<file path="src/rtl/sc_pkg.sv">
// rtl/sc_pkg.sv - shared state encoding and length helper for the stochastic bitstream decoder
package sc_pkg;

    typedef enum logic [1:0] {
        IDLE  = 2'd0,
        COUNT = 2'd1,
        DONE  = 2'd2
    } sc_state_e;

    // Bitstream length L = 2^N for an N-bit decoded value.
    function automatic int unsigned sc_len(input int unsigned n);
        return 32'd1 << n;
    endfunction

endpackage

</file>
<file path="src/rtl/sc_ones_counter.sv">
// rtl/sc_ones_counter.sv - N+1-bit ones and bit counters with clear, enable and last-bit flag
module sc_ones_counter
    import sc_pkg::*;
#(
    parameter int N = 8
) (
    input  logic         clk,
    input  logic         rst_n,
    input  logic         clr,
    input  logic         en,
    input  logic         bit_in,
    output logic [N:0]   ones,
    output logic [N:0]   bits,
    output logic [N:0]   ones_inc,
    output logic         last
);

    localparam logic [N:0] LAST_IDX = (N+1)'(sc_len(N) - 1);

    logic [N:0] ones_q, ones_d;
    logic [N:0] bits_q, bits_d;

    // Ones count including the bit presented this cycle; used to register the result on the last bit.
    assign ones_inc = ones_q + {{N{1'b0}}, bit_in};
    assign last     = en && (bits_q == LAST_IDX);
    assign ones     = ones_q;
    assign bits     = bits_q;

    always_comb begin
        ones_d = ones_q;
        bits_d = bits_q;
        if (clr) begin
            ones_d = '0;
            bits_d = '0;
        end else if (en) begin
            ones_d = ones_inc;
            bits_d = bits_q + 1'b1;
        end
    end

    always_ff @(posedge clk or negedge rst_n) begin
        if (!rst_n) begin
            ones_q <= '0;
            bits_q <= '0;
        end else begin
            ones_q <= ones_d;
            bits_q <= bits_d;
        end
    end

endmodule

</file>
<file path="src/rtl/sc_bitstream_decoder.sv">
// rtl/sc_bitstream_decoder.sv - decodes a 2^N-bit stochastic bitstream into its clipped ones count
module sc_bitstream_decoder
    import sc_pkg::*;
#(
    parameter int N = 8
) (
    input  logic         clk,
    input  logic         rst_n,
    input  logic         start,
    input  logic         abort,
    input  logic         bit_in,
    input  logic         bit_valid,
    output logic [N-1:0] k_out,
    output logic         k_valid,
    input  logic         k_ready,
    output logic         busy,
    output logic         sat
);

    sc_state_e    state_q, state_d;
    logic [N-1:0] k_out_q, k_out_d;
    logic         sat_q, sat_d;

    logic         cnt_clr;
    logic         cnt_en;
    logic [N:0]   cnt_ones;
    logic [N:0]   cnt_bits;
    logic [N:0]   cnt_ones_inc;
    logic         cnt_last;

    sc_ones_counter #(.N(N)) u_ones_counter (
        .clk      (clk),
        .rst_n    (rst_n),
        .clr      (cnt_clr),
        .en       (cnt_en),
        .bit_in   (bit_in),
        .ones     (cnt_ones),
        .bits     (cnt_bits),
        .ones_inc (cnt_ones_inc),
        .last     (cnt_last)
    );

    always_comb begin
        state_d = state_q;
        k_out_d = k_out_q;
        sat_d   = sat_q;
        cnt_clr = 1'b0;
        cnt_en  = 1'b0;
        case (state_q)
            IDLE: begin
                if (start) begin
                    cnt_clr = 1'b1;
                    state_d = COUNT;
                end
            end
            COUNT: begin
                // Abort wins even over the final bit, so no result is published.
                if (abort) begin
                    state_d = IDLE;
                end else begin
                    cnt_en = bit_valid;
                    if (cnt_last) begin
                        // A full stream of ones (count = L) is the only case with bit N set.
                        k_out_d = cnt_ones_inc[N] ? {N{1'b1}} : cnt_ones_inc[N-1:0];
                        sat_d   = cnt_ones_inc[N];
                        state_d = DONE;
                    end
                end
            end
            DONE: begin
                if (k_ready) begin
                    state_d = IDLE;
                end
            end
            default: begin
                state_d = IDLE;
            end
        endcase
    end

    always_ff @(posedge clk or negedge rst_n) begin
        if (!rst_n) begin
            state_q <= IDLE;
            k_out_q <= '0;
            sat_q   <= 1'b0;
        end else begin
            state_q <= state_d;
            k_out_q <= k_out_d;
            sat_q   <= sat_d;
        end
    end

    assign k_out   = k_out_q;
    assign sat     = sat_q;
    assign k_valid = (state_q == DONE);
    assign busy    = (state_q == COUNT);

endmodule
</file>
<file path="config.mk">
export PLATFORM = sky130hd
export DESIGN_NAME = sc_bitstream_decoder
export DESIGN_NICKNAME = d
export VERILOG_FILES = /design/src/rtl/sc_pkg.sv /design/src/rtl/sc_ones_counter.sv /design/src/rtl/sc_bitstream_decoder.sv
export SDC_FILE = /design/constraint.sdc
export NUM_CORES = 1
export LEC_CHECK = 0
export BUFFER_PORTS_ARGS = -buffer_cell sky130_fd_sc_hd__buf_2
export CORE_MARGIN = 10
export CORE_UTILIZATION = 40
export CTS_CLUSTER_DIAMETER = 30
export CTS_CLUSTER_SIZE = 8
export DETAILED_ROUTE_END_ITERATION = 10
export PLACE_DENSITY = 0.6
export SYNTH_ARGS = -nofsm -noshare
export SYNTH_HDL_FRONTEND = slang
export SYNTH_SLANG_ARGS = --single-unit
</file>
<file path="constraint.sdc">
create_clock -name clk -period 1.7 [get_ports clk]
set_input_delay 0.17 -clock clk [delete_from_list [all_inputs] [get_ports clk]]
set_output_delay 0.17 -clock clk [all_outputs]
set_load 0.01 [all_outputs]
</file>
---- Word-level counts from Yosys, hierarchy flattened ----
Index checks and enable logic that the tools add are counted.
word-level totals
  register bits ........................... 29
  output and inout bits ................... 11
  bits of input ports ..................... 7
  logic and storage cells ................. 33
operators by class
  equal/unequal tests ..................... 6
  reductions and logical operators ........ 5
  muxes and demuxes ....................... 14
  bitwise logic cells ..................... 1
  $add $sub $neg .......................... 2
operator list
  cell                   number
  $mux W9                4
  $add A9 B1 Y9          1
  $add A9 B1 Y9 const B  1
  $eq A9 B8 Y1 const B   1
  $mux W2                4
  $mux W8                1
  $pmux W2 S3            1
  $reduce_and A3 Y1      2
  $mux W1                4
  $ne A3 B2 Y1 const B   1
  $eq A2 B1 Y1 const B   1
  $eq A2 B2 Y1 const B   1
  $logic_not A2 Y1       1
  $ne A2 B1 Y1 const B   1
  $ne A2 B2 Y1 const B   1
  $reduce_bool A2 Y1     1
  $logic_and A1 B1 Y1    1
  $not A1 Y1             1

---- Logic depth before layout (Yosys ltp) ----
  depth after elaboration ................. 6
  mapped depth ............................ 8
  gate-level depth less buffers ........... 7

---- By module ----
Synthesis repeated with hierarchy kept, for this count alone.
second synthesis, totals
  cell total of the unflattened synthesis .. 151
  area, all modules ....................... 1,532.7 µm²
by module, submodules not included
  module                area each (µm²)  cells an instance  seq. area each (µm²)  instances
  sc_ones_counter       1,018.5          104                450.4                 1
  sc_bitstream_decoder  514.2            47                 275.3                 1

---- Worst setup path after synthesis ----
No wires, ideal clock.
  kind .................................... register to register
  from .................................... register u_ones_counter.ones_q[0] (netlist: u_ones_counter.ones[0])
  to ...................................... register k_out_q[0] (netlist: k_out[0])
  cell stages (with the launch flop) ...... 7
  path buffers ............................ 0
  arrival ................................. 1.472 ns
  setup time .............................. 0.128 ns
  path slack .............................. 0.101 ns
  period minus slack after synthesis ...... 1.599 ns
  data required time ...................... 1.572 ns
  cell sequence ........................... dfrtp_1 -> ha_1 -> ha_1 -> and3_1 -> a21o_2 -> a21oi_4 -> a21oi_1
on the way
  cells in the longest elaborated chain, start to end .. 2
ends and longest elaborated chain
  item                    line                        RTL
  from (decl)             sc_ones_counter.sv:20       logic [N:0] ones_q, ones_d;
  from (signal assigned)  sc_ones_counter.sv:46       ones_q <= ones_d;
  $add A9 B1 Y9           sc_ones_counter.sv:24       assign ones_inc = ones_q + {{N{1'b0}}, bit_in};
  $mux W8                 sc_bitstream_decoder.sv:64  k_out_d = cnt_ones_inc[N] ? {N{1'b1}} : cnt_ones_inc[N-1:0];
  to (signal assigned)    sc_bitstream_decoder.sv:88  k_out_q <= k_out_d;
  to (decl)               sc_bitstream_decoder.sv:21  logic [N-1:0] k_out_q, k_out_d;
No other way between the ends.
A chain may end at the register's enable or synchronous reset.

---- Worst setup path in the final report ----
  from .................................... register u_ones_counter.ones_q[0] (netlist: u_ones_counter.ones[0])
  to ...................................... register k_out_q[5] (netlist: k_out[5])
The elaborated chain is that of the path after synthesis.

==> results_dict.tcl <==
set metrics [dict create \
    timing.max_slew.rel_slack 0.578 \
    floorplan.initialDensity 0.422 \
    synth_area_leaders "sky130_fd_sc_hd__dfrtp_1, sky130_fd_sc_hd__o21ai_0, sky130_fd_sc_hd__nor2_1, sky130_fd_sc_hd__xor2_1, sky130_fd_sc_hd__a21oi_1" \
    synthesis_stage_register_bit_count 29 \
    num_antenna_cells 0 \
    rsz_0062_raised_after_global_routing "false" \
    placement_rows 21 \
    die_width_um 79.8 \
    pin_count 18 \
    clock_tree.root_cell "sky130_fd_sc_hd__clkbuf_4" \
    via_count_of_the_first_global_routing_pass 1104 \
    cap_viol_max_count 0 \
    worstReg2RegStart "u_ones_counter.ones[0]$_DFFE_PN0P_" \
    p_comb_frac 0.096 \
    buffer_count_from_post_cts_setup_fixing 0 \
    placed_area_mm2 0.00156 \
    run_status "complete, no violations" \
    power.switching_uw 345 \
    top_layer "met4" \
    sinks_on_clock_net 29 \
    r2r_cells 6 \
    layout-area-overhead-vs-synth_pct 16.5 \
    seq_area_frac_synth 0.508 \
    hold_depth 2 \
    syn_inst 144 \
    globalRouteOverflowTotal 0 \
    crit_type "flop to flop" \
    dp_hpwl_um 2100 \
    synth_edf_count 0 \
    m1WireLength_um 1390 \
    peakVddDrop_mv 0.399 \
    syn_nets 155 \
    synthesis.area_mm2 0.00143 \
    routed_wire_length_per_instance_um 14.1 \
    clkLatencyLatePin_ps 340 \
    place_congestion 0.810 \
    first_pass_iters 4 \
    cts_tree "yes" \
    timing.clock.skew_ps 15.8 \
    power_report.internal_total_uw 910 \
    avgSynthCellArea_um2 9.92 \
    fillCellCount 328 \
    final_non_filler_cell_total 216 \
    wire_length_of_the_first_global_routing_pass_um 5220 \
    vias 1135 \
    p_leak_uw 0.000792 \
    fp.dieH_um 79.8 \
    viasPerCell 5.25 \
    cts-buffers-inserted 5 \
    holdCritPathClass "primary input to flop" \
    yosysWarnings 0 \
    timing.critical_path.fanout_max 4 \
    yosysTopAreaCellShare 0.508 \
    power_density_mw_per_mm2 755 \
    ff_latch_area_um2 726 \
    timing.critical_path.from_type "flop" \
    synth_most_common_cell "sky130_fd_sc_hd__dfrtp_1" \
    ys_dominant_reg_cell "sky130_fd_sc_hd__dfrtp_1" \
    power.switching_fraction 0.275 \
    place.port_buffers 17 \
    cts.reportedPaths.clkPinSlew_ps 100 \
    r2r_slack_ps 80 \
    antenna_found_initial 0 \
    timing.critical_path.to_type "flop" \
    timing.critical_path.required_ps 1930 \
    die_area_mm2 0.00636 \
    dp_cells 206 \
    post_synth_top_area_cell "sky130_fd_sc_hd__dfrtp_1" \
    clock_tree.htree_level_count 2 \
    worstReg2RegEnd "k_out[5]$_DFFE_PN0P_" \
    multi_input_comb_area_um2 674 \
    setup.worst_path.start "u_ones_counter.ones[0]$_DFFE_PN0P_" \
    final_antenna_net_count 0 \
    grt_util_all_layers 0.104 \
    hold_path_startpoint "k_ready" \
    drc 0 \
    number_of_nets_in_the_final_layout 180 \
    worstPathArrival_ps 1850 \
    drive_above_1_share 0.259 \
    met2RoutedLength_um 1420 \
    floorplan.core_area_mm2 0.00339 \
    portion_of_total_power_attributed_to_sequential_cells 0.578 \
    layout.cell_area.non_filler_mm2 0.00166 \
    grt_start_max_net_pins 30 \
    setup_viol 0 \
    max-clock-path-buffers 2 \
    synth.lib_cells_used.distinct 32 \
    hold_ws_ps 31.4 \
    final-max-slew-violation-count 0 \
    drt_first_iter_violations 100 \
    met3RoutedLength_um 163 \
    max_slew.worst_pin.slew_ps 632 \
    detail_route.wirelength_um 3040 \
    finalHoldViolCount 0 \
    clockPowerShare 0.326 \
    final_period_minus_worst_setup_slack_ps 1620 \
    critPathCapture "k_out[5]$_DFFE_PN0P_" \
    synth_top_cells_by_count "sky130_fd_sc_hd__dfrtp_1, sky130_fd_sc_hd__nor2_1, sky130_fd_sc_hd__o21ai_0, sky130_fd_sc_hd__nand2_1, sky130_fd_sc_hd__a21oi_1" \
    proportion_of_register_bits_with_asynchronous_set_or_reset_after_synthesis 1.00 \
    clock.fmax_ghz 0.618 \
    timing.final.crit_share 0.952 \
]
## how the worst min path moves through the flow
stage                                                    end  slack [ps]
after floorplan                         k_out[0]$_DFFE_PN0P_        -130
after global placement    u_ones_counter.bits[4]$_DFFE_PN0P_         230
after detailed placement  u_ones_counter.bits[4]$_DFFE_PN0P_         230
after CTS                             state_q[1]$_DFFE_PN0P_          30
after global routing                  state_q[1]$_DFFE_PN0P_          40
final                                 state_q[1]$_DFFE_PN0P_          30
## routing by layer
| metal | track usage | up-vias |
|---|---|---|
| li1 | - | 550 |
| met1 | 0.123 | 553 |
| met2 | 0.166 | 24 |
| met3 | 0.0293 | 8 |
| met4 | 0.0581 | 0 |
| met5 | 0 | - |
## logic make-up after synthesis
family,share of synthesized area
AO/OA/AOI/OAI,0.136
XOR/XNOR,0.0674
adder cells (fa/ha/maj),0.0350
buffers and inverters,0.0473
flip-flops,0.508
AND/OR/NAND/NOR,0.207
## worst max-delay path: stages, from the launching register on
cell and delay, ps:
sky130_fd_sc_hd__dfrtp_1 390, sky130_fd_sc_hd__ha_2 190, sky130_fd_sc_hd__ha_1 180, sky130_fd_sc_hd__and3_2 210, sky130_fd_sc_hd__a21o_4 230, sky130_fd_sc_hd__a21oi_2 230, sky130_fd_sc_hd__a21oi_1 90
## metrics by stage
stage,util,total power [uW],setup slack [ps],setup TNS (ps)
global placement,0.460,852,71.3,0
global route,0.491,1330,7.67,0
detailed placement,0.460,857,-5.29,-15.7
floorplan,-,813,101,0
finish,0.491,1260,81.1,0
CTS,0.482,1270,19.5,0
## registers in the layout (all words and copies together), names as in the netlist
signal               count
k_out                    8
sat                      1
state_q                  2
u_ones_counter.bits      9
u_ones_counter.ones      9
## cell usage in the layout (no fill, tap or decap), types with 3 or more instances in the layout
cell                       netlist  routed
sky130_fd_sc_hd__dfrtp_1        29      29
sky130_fd_sc_hd__nor2_1         19      18
sky130_fd_sc_hd__buf_2           2      17
sky130_fd_sc_hd__o21ai_0        15      14
sky130_fd_sc_hd__nand2_1        12      11
sky130_fd_sc_hd__a21oi_1        10      10
sky130_fd_sc_hd__nand3_1         7       6
sky130_fd_sc_hd__inv_1           5       5
sky130_fd_sc_hd__xor2_1          6       5
sky130_fd_sc_hd__xnor2_1         5       5
sky130_fd_sc_hd__clkbuf_4        0       5
sky130_fd_sc_hd__buf_4           0       5
sky130_fd_sc_hd__nand4_1         3       3
sky130_fd_sc_hd__and3_1          4       3
## area by class of cell
type                            instances  area share
Tap cell                               46      0.0346
Multi-Input combinational cell        105       0.405
Clock buffer                            5      0.0226
Sequential cell                        29       0.436
Inverter                                5      0.0113
Timing Repair Buffer                   23      0.0797
Clock inverter                          3      0.0105
## what timing repair did
action / in CTS / in global routing
pin swaps: 1 / 2
setup endpoints to repair: 8 / 11
hold endpoints to repair: 29 / 0
gates resized for setup: 0 / 9
gates cloned: 1 / 0
hold buffers: 1 / 0
## power by group through the flow
stage	logic (uW)	registers, uW	clock network, uW
floorplan	78.5	735	0
global placement	115	737	0
detailed placement	119	738	0
CTS	121	725	425
global route	136	728	466
finish	120	725	410
Power figures use the tool's default switching activity.
